### src/rtl/dac80004_pkg.sv
// Shared types, DAC80004 command/address codes and frame packing for the SPI transmitter.
package dac80004_pkg;

    typedef enum logic [2:0] {IDLE, START, SHIFT, STOP, GAP} tx_state_t;

    localparam logic [3:0] CMD_WRITE_BUF        = 4'h0;
    localparam logic [3:0] CMD_UPDATE           = 4'h1;
    localparam logic [3:0] CMD_WRITE_UPDATE_ALL = 4'h2;
    localparam logic [3:0] CMD_WRITE_UPDATE     = 4'h3;
    localparam logic [3:0] CMD_POWER            = 4'h4;
    localparam logic [3:0] CMD_CLEAR            = 4'h5;
    localparam logic [3:0] CMD_LDAC             = 4'h6;
    localparam logic [3:0] CMD_RESET            = 4'h7;

    localparam logic [3:0] ADDR_A   = 4'h0;
    localparam logic [3:0] ADDR_B   = 4'h1;
    localparam logic [3:0] ADDR_C   = 4'h2;
    localparam logic [3:0] ADDR_D   = 4'h3;
    localparam logic [3:0] ADDR_ALL = 4'hF;

    function automatic logic [31:0] pack_frame(input logic [3:0]  cmd,
                                               input logic [3:0]  addr,
                                               input logic [15:0] data);
        return {4'b0000, cmd, addr, data, 4'b0000};
    endfunction

endpackage

### src/rtl/dac80004_spi_tx.sv
// Tick-paced SPI transmitter for the DAC80004: one 32-bit frame per handshake, MSB first.
module dac80004_spi_tx
    import dac80004_pkg::*;
#(
    parameter int unsigned GAP_TICKS  = 2,
    parameter int unsigned FRAME_BITS = 32
) (
    input  logic        clk,
    input  logic        reset_n,
    input  logic        tick,
    input  logic [3:0]  cmd,
    input  logic [3:0]  addr,
    input  logic [15:0] data,
    input  logic        valid,
    output logic        ready,
    output logic        busy,
    output logic        done,
    output logic        sync_n,
    output logic        sclk,
    output logic        sdi
);

    localparam int unsigned GapW = $clog2(GAP_TICKS + 1);

    tx_state_t         state;
    logic [31:0]       shreg;
    logic [4:0]        bit_cnt;
    logic              phase;
    logic [GapW-1:0]   gap_cnt;

    assign ready = (state == IDLE);
    assign busy  = ~ready;

    always_ff @(posedge clk or negedge reset_n) begin
        if (!reset_n) begin
            state   <= IDLE;
            shreg   <= '0;
            bit_cnt <= '0;
            phase   <= 1'b0;
            gap_cnt <= '0;
            done    <= 1'b0;
            sync_n  <= 1'b1;
            sclk    <= 1'b0;
            sdi     <= 1'b0;
        end else begin
            done <= 1'b0;
            case (state)
                // tick is deliberately ignored here, even in the accept cycle
                IDLE: begin
                    if (valid) begin
                        shreg   <= pack_frame(cmd, addr, data);
                        bit_cnt <= 5'(FRAME_BITS - 1);
                        phase   <= 1'b0;
                        state   <= START;
                    end
                end
                START: begin
                    if (tick) begin
                        sync_n <= 1'b0;
                        state  <= SHIFT;
                    end
                end
                SHIFT: begin
                    if (tick) begin
                        if (!phase) begin
                            sclk  <= 1'b1;
                            sdi   <= shreg[31];
                            shreg <= {shreg[30:0], 1'b0};
                            phase <= 1'b1;
                        end else begin
                            sclk  <= 1'b0;
                            phase <= 1'b0;
                            if (bit_cnt == 5'd0) begin
                                state <= STOP;
                            end else begin
                                bit_cnt <= bit_cnt - 5'd1;
                            end
                        end
                    end
                end
                STOP: begin
                    if (tick) begin
                        sync_n  <= 1'b1;
                        sdi     <= 1'b0;
                        done    <= 1'b1;
                        gap_cnt <= GapW'(GAP_TICKS - 1);
                        state   <= GAP;
                    end
                end
                GAP: begin
                    if (tick) begin
                        if (gap_cnt == '0) begin
                            state <= IDLE;
                        end else begin
                            gap_cnt <= gap_cnt - GapW'(1);
                        end
                    end
                end
                default: state <= IDLE;
            endcase
        end
    end

endmodule

### config.mk
export PLATFORM = sky130hd
export DESIGN_NAME = dac80004_spi_tx
export DESIGN_NICKNAME = d
export VERILOG_FILES = /design/src/rtl/dac80004_pkg.sv /design/src/rtl/dac80004_spi_tx.sv
export SDC_FILE = /design/constraint.sdc
export NUM_CORES = 1
export LEC_CHECK = 0
export ABC_AREA = 1
export BUFFER_PORTS_ARGS = -buffer_cell sky130_fd_sc_hd__buf_2
export CORE_AREA = 2 2 71 73
export CTS_BUF_LIST = sky130_fd_sc_hd__clkbuf_8
export CTS_CLUSTER_SIZE = 14
export DETAILED_ROUTE_END_ITERATION = 12
export DIE_AREA = 0 0 73 75
export GPL_TIMING_DRIVEN = 0
export PLACE_DENSITY = 0.81
export RECOVER_POWER = 50
export SLEW_MARGIN = 20
export SYNTH_ARGS = -nofsm -noshare
export SYNTH_HDL_FRONTEND = slang
export SYNTH_SLANG_ARGS = --single-unit
### constraint.sdc
create_clock -name clk -period 1.22 [get_ports clk]
set_input_delay 0.244 -clock clk [delete_from_list [all_inputs] [get_ports clk]]
set_output_delay 0.244 -clock clk [all_outputs]
set_load 0.01 [all_outputs]
==> impl_metrics.toml, run 1 <==
[final_layout]
final-instance-count-excl-fill = 424
num-fill-cells = 378
layout-drive-gt1-share = 0.343
n_antenna_cell = 0
mostFrequentLayoutCell = "sky130_fd_sc_hd__nand2_1"
syn2layout_area_growth_pct = 33.9
numnets_final = 399
layout_common_cells = "168 x sky130_fd_sc_hd__nand2_1, 40 x sky130_fd_sc_hd__dfrtp_1, 30 x sky130_fd_sc_hd__buf_2"

[clock_network]
ctsHoldBuffers = 0
clk-insertion-delay-late_ns = 0.31
cts_made_buffers = 5
cts.sink_count = 43
cts-root-to-sink-buffers = 2
htree_levels = 2
tritoncts = "done"
cts_root_buf = "sky130_fd_sc_hd__clkbuf_8"
clkSlewWorstSetupHoldPaths_ns = 0.09

[placed_design]
io_buffer_count = 33
pre_cts_ws_ns = -0.284
placedCellCount = 395
hpwlAfterDp_mm = 3.10
gp_routability_congestion = 0.901

[timing]
maxSlewViolCount = 0
clock_skew_ns = 0.0123
setup_viol = 43
max_freq_ghz = 0.676
hold_violations = 0
timing.slew.headroom = 0.278
worst_margin_slew_ns = 1.08
portion_of_the_clock_cycle_consumed_by_the_worst_path_in_the_final_layout = 1.21
layout_setup_ws_ns = -0.260
rsz0062_at_grt = "yes"
min_cycle_time_layout_ns = 1.48

[pwr]
vdd_ir_max_mv = 1.22
power.density_cell_area_mw_per_mm2 = 2600
leakagePower_uw = 0.00167

[yosys]
synthesis.area_per_instance_um2 = 7.31
synth_cells = 308
syn-num-nets = 338
synth.cell_area_mm2 = 0.00225
seq_area_frac_synth = 0.479
synth.yosys.warnings = 0
synth.ff_latch_count = 43
netlist-cell-type-count = 22

[critical_path]
cp_slowest_stage_delay_ns = 0.45
regToRegSetupSlack_ns = -0.26
critPathBufInv = 1
cp_common_cell = "sky130_fd_sc_hd__nand2_1"
timing.critical_path.max_delay_family = "simple AND/OR/NAND/NOR gates"
cp_max_fo = 10
cp-end-kind = "flip-flop"
required_ns = 1.42
critical_setup_path_class = "reg2reg"
worst-endpoint-arrival_ns = 1.68
setup.worst_path.start_class = "flip-flop"
crit_path_cell_trace = "nor2_4 > o21ai_4 > a21oi_4 > nand2_4 > buf_6 > nand2_1 > nand2_1"
critical_path.slowest_cell = "sky130_fd_sc_hd__dfrtp_2"

[drt]
dr.pass1.iters = 4
drt-wirelength-per-cell_um = 13.0
via_total_after_detailed_routing = 2116
first_iter_violations = 151
detail_route.vias_per_cell = 4.99
post_route_antenna_net_violation_count = 0
drc_errors = 0
route.final.wire_length_mm = 5.52

[grt]
global_route_wire_length_before_repair_mm = 8.36
globalRouteOverflowTotal = 0
total_grt_usage = 0.200
antenna_found_initial = 0
number_of_global_route_vias_before_repair = 1874
grt_start_max_net_pins = 44

[run_status]
violations = "negative setup slack"
status = "finished with violations"

[run]
timing.max_cap.violations = 0

[floorplanning]
initial_utilization = 0.483
floorplan_core_area_mm2 = 0.00466
die_height_um = 75
rows = 25
die_width_um = 73
die-area_mm2 = 0.00548
top_level_ports = 34

[hold_path]
timing.hold.worst.class = "in2async"
[state kept, by name, indices dropped and copies added (netlist names), 2 cells and up]
name     cells
bit_cnt      5
state        3
gap_cnt      2
shreg       28
[routing by layer]
layer | vias to the layer above | share of wire | GRT usage
met5 | - | 0 | 0
met4 | 0 | 0.017 | 0.0844
met3 | 9 | 0.036 | 0.0482
met2 | 52 | 0.51 | 0.335
met1 | 995 | 0.43 | 0.249
li1 | 1060 | - | -
[repair_timing]
item | in CTS | in global routing
endpoints found under the setup margin | 43 | 44
cloned | 0 | 1
setup buffers | 15 | 5
endpoints found under the hold margin | 0 | 0
pin swaps | 17 | 12
gates resized for setup | 48 | 25
[path summary, 6_finish.rpt]
check / startpoint / end / cells past startpoint
max in group asynchronous: reset_n / state[0]$_DFFE_PN0P_ / 1
hold reg to reg: shreg[14]$_DFFE_PN0P_ / shreg[14]$_DFFE_PN0P_ / 2
min in group clk: data[0] / shreg[4]$_DFFE_PN0P_ / 3
setup / recovery: state[2]$_DFFE_PN0P_ / shreg[28]$_DFFE_PN0P_ / 7
hold / removal: reset_n / gap_cnt[0]$_DFFE_PN0P_ / 1
setup reg to reg: state[2]$_DFFE_PN0P_ / shreg[28]$_DFFE_PN0P_ / 7
[synthesized netlist by cell type]
| cell type | number | area share |
|---|---|---|
| sky130_fd_sc_hd__nand2_1 | 189 | 0.32 |
| sky130_fd_sc_hd__dfrtp_1 | 42 | 0.47 |
| sky130_fd_sc_hd__inv_1 | 14 | 0.023 |
| sky130_fd_sc_hd__nand3_1 | 13 | 0.029 |
| sky130_fd_sc_hd__o21ai_0 | 10 | 0.022 |
| sky130_fd_sc_hd__nor2_1 | 8 | 0.013 |
| sky130_fd_sc_hd__buf_6 | 5 | 0.025 |
| sky130_fd_sc_hd__nand2_2 | 4 | 0.011 |
| sky130_fd_sc_hd__inv_2 | 3 | 0.0050 |
| sky130_fd_sc_hd__nand3b_1 | 3 | 0.010 |
| sky130_fd_sc_hd__nor2_4 | 3 | 0.015 |
| sky130_fd_sc_hd__buf_2 | 2 | 0.0044 |
| sky130_fd_sc_hd__buf_4 | 2 | 0.0067 |
| sky130_fd_sc_hd__ha_1 | 2 | 0.011 |
| sky130_fd_sc_hd__a21oi_4 | 1 | 0.0072 |
| sky130_fd_sc_hd__buf_1 | 1 | 0.0017 |
| sky130_fd_sc_hd__dfstp_2 | 1 | 0.012 |
| sky130_fd_sc_hd__nand3_4 | 1 | 0.0078 |
| sky130_fd_sc_hd__nor2_2 | 1 | 0.0028 |
| sky130_fd_sc_hd__o21ai_2 | 1 | 0.0039 |
| sky130_fd_sc_hd__o22ai_1 | 1 | 0.0028 |
| sky130_fd_sc_hd__xnor2_1 | 1 | 0.0039 |
[logic make-up (layout without fill, tap and decap cells)]
group           Yosys count  count (layout)  synth area share
compound gates           13              13            0.0361
xor+xnor                  1               1           0.00389
fa+ha+maj                 2               2            0.0111
buf+inv                  27              89            0.0661
flops                    43              43             0.479
simple gates            222             222             0.404
[metrics by stage]
step | total power [µW] | utilization | setup TNS [ns] | hold slack (ns) | area [µm²]
floorplan | 4780 | - | -2.18 | -0.0516 | 2270
global placement | 5380 | 0.538 | -5.95 | 0.449 | 2510
detailed placement | 5510 | 0.538 | -7.28 | 0.456 | 2510
CTS | 7290 | 0.616 | -6.01 | 0.120 | 2870
global route | 8430 | 0.646 | -10.74 | 0.207 | 3010
finish | 7840 | 0.646 | -8.70 | 0.118 | 3010
[power breakdown]
part | total, µW | switching (µW) | internal (µW) | leakage, µW
sequential | 2450 | 396 | 2050 | 0.000532
clock | 919 | 527 | 392 | 0.0000453
combinational | 4470 | 2500 | 1970 | 0.00109
total | 7840 | 3420 | 4420 | 0.00167
[layout make-up]
class	instances	area, µm²	share of cell area
multi-input cells	238	1220	0.404
repair buffers	54	387	0.128
flip-flops and latches	43	1080	0.358
plain buffers	10	109	0.0361
clock buffers	5	68.8	0.0228
inverters	17	68.8	0.0228
well taps	54	67.6	0.0224
clock inverters	3	16.3	0.00540
Power figures use the tool's default switching activity.
==> run 2, diff against run 1 <==
--- a/config.mk
+++ b/config.mk
@@ -15,6 +15,7 @@
 export GPL_TIMING_DRIVEN = 0
 export PLACE_DENSITY = 0.81
 export RECOVER_POWER = 50
+export SETUP_SLACK_MARGIN = 0.15
 export SLEW_MARGIN = 20
 export SYNTH_ARGS = -nofsm -noshare
 export SYNTH_HDL_FRONTEND = slang
==> run 2 against run 1 <==
Effect of this change: the flow still finishes with violations (negative setup slack); cell area increased by 13%; non-clock buffer count increased by 17; global-route usage increased by 2.5 points; clock power increased by 33%; first-iteration DRC count increased by 85%; largest power group unchanged; highest routed layer unchanged.
==> impl_metrics.toml, run 2 (synthesis results as in run 1) <==
[run_status]
status = "finished with violations"
violations = "negative setup slack"

[placed_design]
gp_routability_congestion = 0.795
io_buffer_count = 33
placedCellCount = 395
hpwlAfterDp_mm = 3.01
placedInstanceArea_mm2 = 0.00253

[critical_path]
worstReg2RegStart = "state[1]$_DFFE_PN0P_"
worst-endpoint-arrival_ns = 1.85
setup.worst_path.start_class = "flip-flop"
reg2reg_depth = 10
critical_setup_path_class = "reg2reg"
required_ns = 1.47
cp_max_fo = 10
regToRegEndpoint = "shreg[20]$_DFFE_PN0P_"
regToRegSetupSlack_ns = -0.37
cp-end-kind = "flip-flop"

[floorplanning]
top_level_ports = 34
die-area_mm2 = 0.00548
die_height_um = 75
rows = 25
die_width_um = 73
initial_utilization = 0.483
floorplan_core_area_mm2 = 0.00466

[drt]
drc_errors = 0
detail_route.vias_per_cell = 5.50
dr.pass1.iters = 5
route.final.wire_length_mm = 7.48
post_route_antenna_net_violation_count = 0
via_total_after_detailed_routing = 2424
drt-wirelength-per-cell_um = 17.0
first_iter_violations = 279

[clock_network]
cts_root_buf = "sky130_fd_sc_hd__clkbuf_8"
clkSlewWorstSetupHoldPaths_ns = 0.10
cts_made_buffers = 5
cts-root-to-sink-buffers = 2
cts.sink_count = 43
clk-insertion-delay-late_ns = 0.32
ctsHoldBuffers = 0
tritoncts = "done"
htree_levels = 2

[timing]
clock_skew_ns = 0.00926
rsz0062_at_grt = "yes"
worst_margin_slew_ns = 1.10
hold_violations = 0
final.setup.tns_ns = -11.65
max_freq_ghz = 0.628
timing.slew.headroom = 0.268
maxSlewViolCount = 0
min_cycle_time_layout_ns = 1.59
setup_viol = 45
layout_setup_ws_ns = -0.372
portion_of_the_clock_cycle_consumed_by_the_worst_path_in_the_final_layout = 1.31

[grt]
antenna_found_initial = 0
global_route_wire_length_before_repair_mm = 9.45
globalRouteOverflowTotal = 0
grt_start_max_net_pins = 44
number_of_global_route_vias_before_repair = 2101
total_grt_usage = 0.226

[final_layout]
syn2layout_area_growth_pct = 50.9
layout_common_cells = "136 x sky130_fd_sc_hd__nand2_1, 48 x sky130_fd_sc_hd__nand2_2, 40 x sky130_fd_sc_hd__dfrtp_1"
layout.cell_area.non_filler_mm2 = 0.00340
final_util = 0.729
largest_register_ffs = 28
n_antenna_cell = 0
layout-drive-gt1-share = 0.475
final-instance-count-excl-fill = 441
largest_register = "shreg"
layout_top_registers = "shreg: 28 flops, bit_cnt: 5 flops, state: 3 flops"
numnets_final = 416
mostFrequentLayoutCell = "sky130_fd_sc_hd__nand2_1"

[pwr]
report.power.total_uw = 9590
leakagePower_uw = 0.00184
vdd_ir_max_mv = 1.56
power.density_cell_area_mw_per_mm2 = 2820

[hold_path]
timing.hold.worst.class = "in2async"

[run]
timing.max_cap.violations = 0
==> run 2: final cells by class <==
| type | instances | area, µm² |
|---|---|---|
| multi-input combinational | 238 | 1340 |
| sequential | 43 | 1080 |
| clock buffer | 6 | 82.6 |
| clock inverter | 2 | 35.0 |
| timing repair buffer | 71 | 588 |
| tap | 54 | 67.6 |
| fill | 268 | 1260 |
| inverter | 17 | 78.8 |
| buffer | 10 | 125 |
==> run 2: critical path, cell delays in order, from the launching register on <==
cell,delay (ns)
sky130_fd_sc_hd__dfrtp_1,0.39
sky130_fd_sc_hd__buf_12,0.17
sky130_fd_sc_hd__clkinv_8,0.07
sky130_fd_sc_hd__nor2_4,0.18
sky130_fd_sc_hd__buf_6,0.12
sky130_fd_sc_hd__buf_6,0.13
sky130_fd_sc_hd__buf_8,0.13
sky130_fd_sc_hd__nand2_1,0.08
sky130_fd_sc_hd__nand2_1,0.08
sky130_fd_sc_hd__nand2_1,0.08
sky130_fd_sc_hd__nand2_1,0.09
==> run 2: timing repair <==
| item | CTS | global route |
|---|---|---|
| cloned | 3 | 0 |
| resized for setup | 61 | 74 |
| pin swaps | 36 | 30 |
| setup buffers | 17 | 18 |
| setup endpoints to repair | 45 | 48 |
==> run 2: power by group <==
part | internal (µW) | leakage, µW | switching [µW] | total (µW)
clock | 664 | 0.0000612 | 556 | 1220
combinational | 2660 | 0.00125 | 3180 | 5840
sequential | 2060 | 0.000532 | 475 | 2530
total | 5380 | 0.00184 | 4220 | 9590
==> run 2: metal layers <==
metal  wire length [µm]  up-vias  GRT usage  part of all wire
met5                  0        -          0                 0
met4                319        0      0.132             0.043
met3                478       34     0.0348             0.064
met2               3720      144      0.374              0.50
met1               2970     1150      0.281              0.40
li1                   -     1096          -                 -
==> run 2: through the flow <==
stage / worst slack (ns) / hold slack (ns)
2_1_floorplan: -0.0975 / -0.0516
3_3_place_gp: -0.250 / 0.453
3_5_place_dp: -0.274 / 0.453
5_1_grt: -0.419 / 0.204
4_1_cts: -0.212 / 0.130
6_report: -0.372 / 0.123
==> run 2: how the worst max path moves through the flow <==
stage / from / endpoint / slack (ns) / depth (start not counted)
detailed placement: state[2]$_DFFE_PN0P_ / shreg[20]$_DFFE_PN0P_ / -0.27 / 7
global placement: state[2]$_DFFE_PN0P_ / shreg[20]$_DFFE_PN0P_ / -0.25 / 7
finish: state[1]$_DFFE_PN0P_ / shreg[20]$_DFFE_PN0P_ / -0.37 / 10
CTS: state[2]$_DFFE_PN0P_ / shreg[13]$_DFFE_PN0P_ / -0.21 / 9
global route: state[1]$_DFFE_PN0P_ / shreg[20]$_DFFE_PN0P_ / -0.42 / 10
floorplan: state[2]$_DFFE_PN0P_ / shreg[10]$_DFFE_PN0P_ / -0.1 / 7
